File: config.mk
export PLATFORM = sky130hd
export DESIGN_NAME = reg_lock_scbd_flat
export DESIGN_NICKNAME = d
export VERILOG_FILES = /design/src/rtl/reg_lock_scbd_if.sv /design/src/rtl/reg_lock_scbd.sv /design/src/flat_wrapper.sv
export SDC_FILE = /design/constraint.sdc
export NUM_CORES = 1
export LEC_CHECK = 0
export ABC_AREA = 1
export CELL_PAD_IN_SITES_DETAIL_PLACEMENT = 1
export CELL_PAD_IN_SITES_GLOBAL_PLACEMENT = 1
export CORE_MARGIN = 1.5
export CORE_UTILIZATION = 25
export DETAILED_ROUTE_END_ITERATION = 10
export PLACE_DENSITY = 0.69
export RECOVER_POWER = 50
export SETUP_SLACK_MARGIN = 0.1
export SYNTH_ARGS = -nofsm -noshare
export SYNTH_HDL_FRONTEND = slang
export SYNTH_SLANG_ARGS = --single-unit
File: constraint.sdc
create_clock -name clk_i -period 7.95 [get_ports clk_i]
set_clock_uncertainty 0.2 [all_clocks]
set_input_delay 1.1925 -clock clk_i [delete_from_list [all_inputs] [get_ports clk_i]]
set_output_delay 1.1925 -clock clk_i [all_outputs]
set_load 0.01 [all_outputs]
File: src/rtl/reg_lock_scbd_if.sv
// Issue/writeback/status bundle between decode and the register lock scoreboard.
// The scoreboard takes the slave modport; the decode side takes the master modport.
interface reg_lock_scbd_if #(
  parameter int unsigned NR = 64,
  parameter int unsigned NI = 2,
  parameter int unsigned NW = 2
);
  localparam int unsigned RW = $clog2(NR);
  localparam int unsigned CW = $clog2(NR + 1);

  logic [NI-1:0]          issue_valid_i;
  logic [NI-1:0]          issue_jump_i;
  logic [NI-1:0][RW-1:0]  issue_rd_i;
  logic [NI-1:0][NR-1:0]  issue_req_i;
  logic [NI-1:0]          issue_gnt_o;
  logic [NW-1:0]          wb_valid_i;
  logic [NW-1:0][RW-1:0]  wb_rd_i;
  logic                   flush_done_i;
  logic [NR-1:0]          locks_o;
  logic [CW-1:0]          lock_cnt_o;
  logic                   in_jump_o;
  logic                   wb_err_o;

  modport master (
    output issue_valid_i, issue_jump_i, issue_rd_i, issue_req_i,
    output wb_valid_i, wb_rd_i, flush_done_i,
    input  issue_gnt_o, locks_o, lock_cnt_o, in_jump_o, wb_err_o
  );

  modport slave (
    input  issue_valid_i, issue_jump_i, issue_rd_i, issue_req_i,
    input  wb_valid_i, wb_rd_i, flush_done_i,
    output issue_gnt_o, locks_o, lock_cnt_o, in_jump_o, wb_err_o
  );
endinterface

File: src/rtl/reg_lock_scbd.sv
// Register lock scoreboard: in-order multi-issue grant against an internal lock bitmap,
// with writeback bypass, intra-bundle hazard checks and a jump/flush lock-all state.
module reg_lock_scbd #(
  parameter int unsigned NR           = 64,
  parameter int unsigned NI           = 2,
  parameter int unsigned NW           = 2,
  parameter bit          R0_HARDWIRED = 1'b1
) (
  input  logic            clk_i,
  input  logic            arst_i,
  reg_lock_scbd_if.slave  bus
);
  localparam int unsigned RW = $clog2(NR);
  localparam int unsigned CW = $clog2(NR + 1);

  typedef enum logic [0:0] {StRun, StJump} state_e;

  state_e        state_q, state_d;
  logic [NR-1:0] locks_q, locks_d;
  logic          wb_err_q, wb_err_d;

  logic [NR-1:0] keep_mask;
  logic [NR-1:0] wb_mask;
  logic [NR-1:0] eff_locks;
  logic [NR-1:0] bundle_rd;
  logic [NR-1:0] need;
  logic [NI-1:0] gnt;
  logic          run;
  logic          open;
  logic          jump_gnt;
  logic          wb_hit_free;
  logic [CW-1:0] cnt;

  function automatic logic [NR-1:0] onehot(input logic [RW-1:0] idx);
    logic [NR-1:0] v;
    v      = '0;
    v[idx] = 1'b1;
    return v;
  endfunction

  always_comb begin
    keep_mask = '1;
    if (R0_HARDWIRED) keep_mask[0] = 1'b0;
    run = (state_q == StRun);

    // Writebacks only matter in RUN; in JUMP everything stays locked until flush.
    wb_mask     = '0;
    wb_hit_free = 1'b0;
    if (run) begin
      for (int unsigned w = 0; w < NW; w++) begin
        if (bus.wb_valid_i[w]) begin
          wb_mask = wb_mask | onehot(bus.wb_rd_i[w]);
          if (keep_mask[bus.wb_rd_i[w]] && !locks_q[bus.wb_rd_i[w]]) wb_hit_free = 1'b1;
        end
      end
    end
    wb_mask   = wb_mask & keep_mask;
    eff_locks = locks_q & ~wb_mask;

    // In-order grant: the first stall or granted jump closes the bundle.
    bundle_rd = '0;
    gnt       = '0;
    jump_gnt  = 1'b0;
    need      = '0;
    open      = run & ~arst_i;
    for (int unsigned k = 0; k < NI; k++) begin
      need = (bus.issue_req_i[k] | onehot(bus.issue_rd_i[k])) & keep_mask;
      if (open && bus.issue_valid_i[k] && ((need & (eff_locks | bundle_rd)) == '0)) begin
        gnt[k]    = 1'b1;
        bundle_rd = bundle_rd | onehot(bus.issue_rd_i[k]);
        if (bus.issue_jump_i[k]) begin
          jump_gnt = 1'b1;
          open     = 1'b0;
        end
      end else begin
        open = 1'b0;
      end
    end

    state_d  = state_q;
    locks_d  = locks_q;
    wb_err_d = wb_err_q | wb_hit_free;
    unique case (state_q)
      StRun: begin
        if (jump_gnt) begin
          locks_d = keep_mask;
          state_d = StJump;
        end else begin
          locks_d = eff_locks | (bundle_rd & keep_mask);
        end
      end
      StJump: begin
        if (bus.flush_done_i) begin
          locks_d = '0;
          state_d = StRun;
        end
      end
    endcase

    cnt = '0;
    for (int unsigned i = 0; i < NR; i++) cnt = cnt + CW'(locks_q[i]);
  end

  always_ff @(posedge clk_i or posedge arst_i) begin
    if (arst_i) begin
      state_q  <= StRun;
      locks_q  <= '0;
      wb_err_q <= 1'b0;
    end else begin
      state_q  <= state_d;
      locks_q  <= locks_d;
      wb_err_q <= wb_err_d;
    end
  end

  assign bus.issue_gnt_o = gnt;
  assign bus.locks_o     = locks_q;
  assign bus.lock_cnt_o  = cnt;
  assign bus.in_jump_o   = (state_q == StJump);
  assign bus.wb_err_o    = wb_err_q;
endmodule
File: src/flat_wrapper.sv
// flat-port wrapper written by rule: the top's interface ports become plain ports
module reg_lock_scbd_flat 
#(
  parameter int unsigned NR           = 64,
  parameter int unsigned NI           = 2,
  parameter int unsigned NW           = 2,
  parameter bit          R0_HARDWIRED = 1'b1
)
  (clk_i, arst_i, bus_issue_valid_i, bus_issue_jump_i, bus_issue_rd_i, bus_issue_req_i, bus_wb_valid_i, bus_wb_rd_i, bus_flush_done_i, bus_issue_gnt_o, bus_locks_o, bus_lock_cnt_o, bus_in_jump_o, bus_wb_err_o);
  reg_lock_scbd_if #(.NR(NR), .NI(NI), .NW(NW)) bus_i ();
  input  logic clk_i;
  input  logic arst_i;
  input wire logic [$bits(bus_i.issue_valid_i)-1:0] bus_issue_valid_i;
  input wire logic [$bits(bus_i.issue_jump_i)-1:0] bus_issue_jump_i;
  input wire logic [$bits(bus_i.issue_rd_i)-1:0] bus_issue_rd_i;
  input wire logic [$bits(bus_i.issue_req_i)-1:0] bus_issue_req_i;
  input wire logic [$bits(bus_i.wb_valid_i)-1:0] bus_wb_valid_i;
  input wire logic [$bits(bus_i.wb_rd_i)-1:0] bus_wb_rd_i;
  input wire logic [$bits(bus_i.flush_done_i)-1:0] bus_flush_done_i;
  output wire logic [$bits(bus_i.issue_gnt_o)-1:0] bus_issue_gnt_o;
  output wire logic [$bits(bus_i.locks_o)-1:0] bus_locks_o;
  output wire logic [$bits(bus_i.lock_cnt_o)-1:0] bus_lock_cnt_o;
  output wire logic [$bits(bus_i.in_jump_o)-1:0] bus_in_jump_o;
  output wire logic [$bits(bus_i.wb_err_o)-1:0] bus_wb_err_o;
  assign bus_i.issue_valid_i = bus_issue_valid_i;
  assign bus_i.issue_jump_i = bus_issue_jump_i;
  assign bus_i.issue_rd_i = bus_issue_rd_i;
  assign bus_i.issue_req_i = bus_issue_req_i;
  assign bus_i.wb_valid_i = bus_wb_valid_i;
  assign bus_i.wb_rd_i = bus_wb_rd_i;
  assign bus_i.flush_done_i = bus_flush_done_i;
  assign bus_issue_gnt_o = bus_i.issue_gnt_o;
  assign bus_locks_o = bus_i.locks_o;
  assign bus_lock_cnt_o = bus_i.lock_cnt_o;
  assign bus_in_jump_o = bus_i.in_jump_o;
  assign bus_wb_err_o = bus_i.wb_err_o;
  reg_lock_scbd #(.NR(NR), .NI(NI), .NW(NW), .R0_HARDWIRED(R0_HARDWIRED)) u_core (.clk_i(clk_i), .arst_i(arst_i), .bus(bus_i));
endmodule
==> out/metrics.csv <==
stage,metric,value,unit
run_status,status,finished with violations,
run_status,failed_checks,"capacitance limit, slew limit",
cts,h-tree-depth,3,
worst_setup_path,path_common_cell,fa_1,
power,p_int,0.00388,W
logic_synthesis,synth_cells,2121,
global_route,grt_pass1_wl,99.3,mm
routing,first_iter_violations,1574,
timing,setup_viol,0,
cells_and_area,drive_gt1_share,9.40,%
power,swShare,53.4,%
die,rows,77,
routing,drt-total-wl,70.3,mm
routing,routedWlPerCell,23.4,um
worst_setup_path,critPathTopFamily,adder cells,
power,p_sw,0.00444,W
placed_design,dp_slack,0.0282,ns
timing,min_period,7.79,ns
timing,relSlewSlack,-191,%
timing,hold_slack,0.266,ns
global_route,grt_remaining_overflow,0,
logic_synthesis,yosys_warnings,0,
power,combinationalPowerShare,89.0,%
power,power_density,552,nW/um^2
timing,hold_viol_final,0,
cts,cts_tree,built,
die,dieArea,45700,sq um
worst_setup_path,cp-start-kind,register,
worst_setup_path,crit_type,register to primary output,
logic_synthesis,ys_seq_area_share,14.6,%
logic_synthesis,synth_cell_types,37,
worst_setup_path,cp_cell_sequence,fa_1 -> inv_2 -> fa_1 -> inv_1 -> fa_1 -> inv_1 -> fa_1 -> inv_1 -> fa_1 -> inv_2 -> fa_1 -> fa_1 -> fa_1 -> inv_2 -> fa_2 -> fa_2 -> a21oi_2 -> nor2_2 -> nor2_1 -> nor2_1 -> nor2_1 -> o21bai_1 -> buf_2,
worst_hold_path,hp-class,register to register,
cells_and_area,layout.nets,2640,
worst_setup_path,crit_required,6.56,ns
placed_design,port_buffers,232,
power,p_leak,8.44,nW
logic_synthesis,syn_area,11100,sq um
flow_run,max_cap_violations,1,
worst_setup_path,crit_path_end_kind,primary output,
cts,cts_sinks,65,
placed_design,place_congestion,0.970,
die,core-area,44000,sq um
routing,first_pass_iters,5,
power,clkPwrFrac,5.8,%
power,power.share.sequential,5.1,%
cts,root_buffer,clkbuf_16,
timing,drv_slew,66,
cells_and_area,syn2layout_area_growth,35.6,%
worst_setup_path,arrival,6.39,ns
cells_and_area,stdcell_area,15100,sq um
timing,tightest_slew,4.36,ns
timing,fmax,128,MHz
global_route,grt_max_degree,66,
cts,clkLatencyLatePin,0.37,ns
cells_and_area,insertedDiodeCount,0,
logic_synthesis,syn_area_per_cell,5.24,sq um
timing,rsz0062_at_grt,yes,
global_route,antenna_found_initial,0,
timing,finalWorstSetupSlack,0.165,ns
worst_setup_path,worst_path_largest_cell_delay,0.55,ns
routing,drc,0,
placed_design,hpwl,58.5,mm
worst_setup_path,worst-path-buf-inv,7,
worst_setup_path,crit_slowest_cell,fa_1,
routing,vias_per_cell,4.92,
timing,finalCritPeriodShare,97.9,%
logic_synthesis,ys_ff_latch,65,
global_route,grt_pass1_vias,14700,
cts,cts_buffer_depth,2,
worst_setup_path,path_max_fanout,2,
placed_design,place_area,14700,sq um
routing,vias,14800,
power,ir_worst_vdd,2.32,mV
die,die_h,214,um
global_route,track_usage,30.9,%
cts,numCtsBuffers,9,
die,initial_utilization,25.2,%
die,die_x,214,um
routing,ant_nets,0,
cts,path_clk_slew,0.07,ns
die,ioPinCount,236,
cell usage after synthesis:
library cell | number | share of area [%]
buf_1 | 9 | 0.30
nor2_2 | 4 | 0.23
a211oi_1 | 1 | 0.068
nand3_1 | 71 | 3.2
o2111ai_1 | 3 | 0.24
nor3_2 | 15 | 1.4
buf_6 | 7 | 0.71
nand2_1 | 963 | 33
o21ai_1 | 7 | 0.32
nand4_1 | 9 | 0.51
inv_1 | 358 | 12
o21ai_0 | 61 | 2.7
xor2_1 | 3 | 0.24
a31oi_1 | 1 | 0.056
a22o_1 | 1 | 0.079
conb_1 | 1 | 0.034
nor4_1 | 1 | 0.056
nand2_2 | 1 | 0.056
o221ai_1 | 1 | 0.079
or2_2 | 56 | 3.2
o21bai_1 | 2 | 0.14
fa_1 | 54 | 9.7
clkbuf_1 | 21 | 0.71
dfrtp_1 | 65 | 15
nor2_1 | 268 | 9.1
a2111oi_0 | 3 | 0.24
o22ai_1 | 10 | 0.56
nor3b_1 | 2 | 0.14
buf_4 | 7 | 0.47
inv_2 | 8 | 0.27
nor3_1 | 24 | 1.1
o211ai_1 | 1 | 0.068
a21oi_1 | 50 | 2.3
a221oi_1 | 4 | 0.32
buf_2 | 14 | 0.63
clkbuf_2 | 1 | 0.045
ha_1 | 14 | 1.6
routing by layer:
metal  up-vias  wire length, um  share of wire [%]  global-route usage (%)
met2       635            30600                 43                    47.8
met4         0             2550                3.6                    10.9
met3       107             5220                7.4                    3.84
met1      7175            32000                 45                    43.8
li1       6869                -                  -                       -
met5         -                0                  0                       0
cells in the final DEF (no fill, tap or decap), types with 2 or more instances in the layout:
cell type,instances
nand2_1,963
inv_1,354
nor2_1,265
clkdlybuf4s50_1,190
buf_4,100
nand3_1,71
dfrtp_1,65
o21ai_0,61
or2_2,56
a21oi_1,48
fa_1,48
dlygate4sd3_1,36
nor3_1,22
nor3_2,17
ha_1,14
inv_2,10
o22ai_1,10
nand4_1,9
clkbuf_16,9
o21ai_1,7
fa_2,6
nor2_2,5
a221oi_1,4
buf_12,4
xor2_1,3
o2111ai_1,3
a2111oi_0,3
clkinv_4,3
buf_2,3
nor3b_1,2
nor2_4,2
a21oi_2,2
conb_1,2
bufinv_16,2
clkbuf_2,2
per-stage QoR:
stage	setup TNS [ns]	instances	utilization [%]	total power (W)
after global placement	0	2987	33.3	0.00687
after CTS	0	3004	34.1	0.00791
after floorplan	0	2122	-	0.00406
after global routing	-0.136	3008	34.2	0.00913
after detailed placement	0	2987	33.3	0.00723
final	0	3008	34.2	0.00832
sequential cells by signal (all words and copies together), names as in the netlist:
| signal | cells |
|---|---|
| u_core.bus.locks_o | 63 |
| u_core.bus.in_jump_o | 1 |
| u_core.bus.wb_err_o | 1 |
power by group through the flow:
stage	Clock (W)	Sequential, W	Combinational (W)
after floorplan	0	0.000463	0.00359
after global placement	0	0.000430	0.00644
after detailed placement	0	0.000434	0.00679
after CTS	0.000485	0.000427	0.00700
after global routing	0.000496	0.000434	0.00820
final	0.000485	0.000428	0.00741
path summary, 6_finish.rpt:
| kind | start | end | slack, ns | depth (start not counted) |
|---|---|---|---|---|
| setup / recovery | u_core.bus.locks_o[54] | bus_lock_cnt_o[6] | 0.16 | 23 |
| hold / removal | u_core.bus.wb_err_o | u_core.bus.wb_err_o | 0.27 | 1 |
| setup reg to reg | u_core.bus.in_jump_o | u_core.bus.locks_o[12] | 2.10 | 26 |
| hold reg to reg | u_core.bus.wb_err_o | u_core.bus.wb_err_o | 0.27 | 1 |
| max in group asynchronous | arst_i | u_core.bus.locks_o[3] | 2.30 | 3 |
| min in group asynchronous | arst_i | u_core.bus.locks_o[33] | 2.79 | 3 |
cell type report:
class,instances,area [sq um]
Multi-Input combinational cell,1632,7860
Inverter,366,1380
Timing Repair Buffer,337,3130
Clock inverter,7,103
Fill cell,5955,29000
Tap cell,592,741
Clock buffer,9,225
Sequential cell,65,1630
repair_timing:
action	CTS	global route
hold buffers	0	0
resized for setup	19	16
buffers inserted	1	4
gates cloned	0	0
endpoints found under the hold margin	0	0
endpoints found under the setup margin	6	4
pin swaps	2	4
cell families after synthesis:
logic type               synth area share (%)
flip-flops                               14.6
AND/OR/NAND/NOR                          51.4
buffers and inverters                    15.2
adder cells (fa/ha/maj)                  11.3
other                                  0.0338
AO/OA/AOI/OAI                            7.15
XOR/XNOR                                0.237
No activity file was read; power rests on OpenSTA's default activity.
==> patch 1: new RTL, same flow settings <==
`NI` is set to 2 in 3 places; all go to 1.
--- a/src/rtl/reg_lock_scbd_if.sv
+++ b/src/rtl/reg_lock_scbd_if.sv
@@ -2,7 +2,7 @@
 // The scoreboard takes the slave modport; the decode side takes the master modport.
 interface reg_lock_scbd_if #(
   parameter int unsigned NR = 64,
-  parameter int unsigned NI = 2,
+  parameter int unsigned NI = 1,
   parameter int unsigned NW = 2
 );
   localparam int unsigned RW = $clog2(NR);
--- a/src/rtl/reg_lock_scbd.sv
+++ b/src/rtl/reg_lock_scbd.sv
@@ -2,7 +2,7 @@
 // with writeback bypass, intra-bundle hazard checks and a jump/flush lock-all state.
 module reg_lock_scbd #(
   parameter int unsigned NR           = 64,
-  parameter int unsigned NI           = 2,
+  parameter int unsigned NI           = 1,
   parameter int unsigned NW           = 2,
   parameter bit          R0_HARDWIRED = 1'b1
 ) (
--- a/src/flat_wrapper.sv
+++ b/src/flat_wrapper.sv
@@ -2,7 +2,7 @@
 module reg_lock_scbd_flat 
 #(
   parameter int unsigned NR           = 64,
-  parameter int unsigned NI           = 2,
+  parameter int unsigned NI           = 1,
   parameter int unsigned NW           = 2,
   parameter bit          R0_HARDWIRED = 1'b1
 )
Ports: changed (5 resized); port bits go from 236 to 163. The function was not compared with the original's and may differ.
==> patch 1 against the original RTL <==
- the flow still finishes with violations (capacitance limit, slew limit)
- area after synthesis fell by 15%
- routed wire length fell by 22%
- sequential cell count did not move
- critical path depth fell by 6
- final cell count fell by 23%
- final area fell by 19%
- worst setup slack improved by 170 ps
Power is left out: the tool's default activity adds up to more than one toggle a clock period on the data nets, which glitch-free logic cannot reach.
==> patch 1: results <==
export IMPL_status="finished with violations"
export IMPL_violations="capacitance limit, slew limit"
export IMPL_synth_common_cells="783 x nand2_1, 206 x inv_1, 98 x o21ai_0"
export IMPL_antenna_cells=1
export IMPL_rr_worst_depth=15
export IMPL_drive_gt1_share_pct=11.8
export IMPL_synth_compound_area_share_pct=8.96
export IMPL_n_fill_cell=5003
export IMPL_pre_cts_ws_ps=91.1
export IMPL_yosys_area_share_xor_xnor_pct=0.370
export IMPL_ff2ff_setup_slack_ps=3680
export IMPL_maxCapViolCount=1
export IMPL_crit_fanout=3
export IMPL_first_iter_violations=740
export IMPL_multi_input_area_um2=6710
export IMPL_n_clock_buffer=14
export IMPL_port_buffers=160
export IMPL_wirelength_um=54600
export IMPL_r2r_end="u_core.bus.locks_o[48]$_DFFE_PP0P_"
export IMPL_multi_input_cells=1282
export IMPL_min_period_ps=7610
export IMPL_seq_area_frac_synth_pct=17.2
export IMPL_final_cell_area_um2=12100
export IMPL_final_max_slew_violation_count=66
export IMPL_relSlewSlack_pct=-186
export IMPL_dpl_cell_count=2290
export IMPL_gp_congestion=0.974
export IMPL_whs_ps=281
export IMPL_cp_arrival_ps=6220
export IMPL_cts_path_max_buffers=2
export IMPL_netlist_cell_type_count=44
export IMPL_vias=11581
export IMPL_antenna_found_initial=1
export IMPL_bufAreaShareNonClock_pct=17.0
export IMPL_postCtsSetupRepairBufs=0
export IMPL_synth_cells=1607
export IMPL_nets=1951
export IMPL_clock_area_share_pct=2.54
export IMPL_grt_pass1_wl_um=79200
export IMPL_ctsResizeCount=10
export IMPL_crit_start="u_core.bus.locks_o[40]$_DFFE_PP0P_"
export IMPL_signal_buffers=224
export IMPL_hpwl_um=42600
export IMPL_die_area_um2=39100
export IMPL_grt_usage_pct=28.3
export IMPL_seq_cells=65
export IMPL_non_clock_inverter_count=211
export IMPL_synth_area_leaders="nand2_1 31%, dfrtp_1 17%, fa_1 11%"
export IMPL_h_tree_depth=3
## patch 1: cell count changes in the layout (fill, tap and decap cells not counted), sizes merged, moves of 10 or more
| cell | change |
|---|---|
| nor3 | -17 |
| clkdlybuf4s50 | -73 |
| nand2 | -113 |
| buf | -43 |
| nor2 | -204 |
| nand4 | +10 |
| o21ai | +38 |
| inv | -156 |
| or2 | -55 |
## patch 1: per-layer routing
metal  up-vias  GRT usage [%]  part of all wire (%)
met5         -              0                     0
met4         0           14.3                   5.7
met3       140           6.00                   7.3
met2       490           46.1                    45
met1      5652           35.4                    42
li1       5299              -                     -
## patch 1: critical path: stages (launching register included)
cell	delay (ps)
dfrtp_1	370
inv_1	120
fa_1	500
inv_1	50
fa_2	520
inv_1	50
fa_1	500
fa_1	530
fa_1	440
fa_1	540
fa_1	430
fa_1	480
fa_2	400
fa_2	380
o21ai_2	190
a21oi_1	90
o21bai_1	120
clkbuf_2	140
==> patch 2: new RTL, config.mk and constraints unchanged <==
Made on the original files. Make the reset (`arst_i`) synchronous in one clocked block.
--- a/src/rtl/reg_lock_scbd.sv
+++ b/src/rtl/reg_lock_scbd.sv
@@ -101,7 +101,7 @@
     for (int unsigned i = 0; i < NR; i++) cnt = cnt + CW'(locks_q[i]);
   end
 
-  always_ff @(posedge clk_i or posedge arst_i) begin
+  always_ff @(posedge clk_i) begin
     if (arst_i) begin
       state_q  <= StRun;
       locks_q  <= '0;
Function: changed (Yosys sat finds a counterexample within 4 cycles, from zero or initial values and one cycle with arst_i high; the reset may be asserted at any time).
==> patch 2 against the original RTL <==
- the flow still finishes with violations (capacitance limit, slew limit)
- area after synthesis fell by 3.5%
- critical path depth is the same
- synthesized cell count fell by 3.0%
- worst setup slack better by 10 ps
- first-iteration DRC count shrank 24%
- final area shrank 2.7%
- worst hold slack improved by 6.7 ps
- sequential cell count is the same
- via count grew 2.3%
- routed wire length increased by 5.5%
- count of clock-buffer cells in the layout is the same
Power is left out: it rests on default switching activity, and per cell area and clock period it moved more than threefold.
==> patch 2: results <==
export IMPL_status="finished with violations"
export IMPL_violations="capacitance limit, slew limit"
export IMPL_synth_compound_area_share_pct=9.48
export IMPL_gp_congestion=1.02
export IMPL_multi_input_cells=1604
export IMPL_reg2reg_from="u_core.bus.in_jump_o$_SDFF_PP0_"
export IMPL_ff2ff_setup_slack_ps=1360
export IMPL_bufAreaShareNonClock_pct=21.6
export IMPL_maxCapViolCount=1
export IMPL_synth_ff_type="dfxtp_1"
export IMPL_whs_path_depth=2
export IMPL_r2r_end="u_core.bus.locks_o[4]$_SDFFE_PP0P_"
export IMPL_grt_usage_pct=33.3
export IMPL_yosys_area_share_xor_xnor_pct=0.245
export IMPL_synth_common_cells="899 x nand2_1, 327 x inv_1, 240 x nor2_1"
export IMPL_hp_start="u_core.bus.wb_err_o$_SDFF_PP0_"
export IMPL_synthAdderAreaFrac_pct=11.7
export IMPL_async_flop_share_pct=0
export IMPL_n_fill_cell=5778
export IMPL_final_max_slew_violation_count=65
export IMPL_synth_area_leaders="nand2_1 31%, dfxtp_1 12%, inv_1 11%"
export IMPL_clock_area_share_pct=2.02
export IMPL_drive_gt1_share_pct=9.84
export IMPL_period_share_pct=97.8
export IMPL_signal_buffers=348
export IMPL_seq_share_pct=8.91
export IMPL_via_per_inst=5.20
export IMPL_first_iter_violations=1190
export IMPL_cp_arrival_ps=6380
export IMPL_crit_start="u_core.bus.locks_o[58]$_SDFFE_PP0P_"
export IMPL_whs_ps=273
[patch 2: cell count changes after synthesis, moves of 28 or more]
cell	delta
o21ai_0	-29
nor2_1	-28
o21ai_1	+32
dfrtp_1	-65
dfxtp_1	+65
nand3_1	+36
nand2_1	-64
inv_1	-31
o22ai_1	+29
[patch 2: what timing repair did]
| item | 4_1_cts | 5_1_grt |
|---|---|---|
| hold buffers | 0 | 0 |
| pin swaps | 6 | 9 |
| setup endpoints to repair | 6 | 5 |
| resized for setup | 23 | 11 |
| buffers inserted | 1 | 1 |
[patch 2: metal layers]
layer	track usage, %	share of wire [%]	vias up
met1	41.9	41	7261
met5	0	0	-
li1	-	-	6865
met2	53.5	44	796
met4	20.9	7.2	0
met3	4.93	7.3	204
[patch 2: worst max-delay path: cells and delay by family, from the launching register on]
| family | cells | cell delay [ps] |
|---|---|---|
| adders and majority gates | 10 | 4710 |
| buffers and inverters | 7 | 460 |
| DFF | 1 | 330 |
| and+or+nand+nor | 4 | 270 |
| AOI/OAI and AO/OA | 2 | 230 |
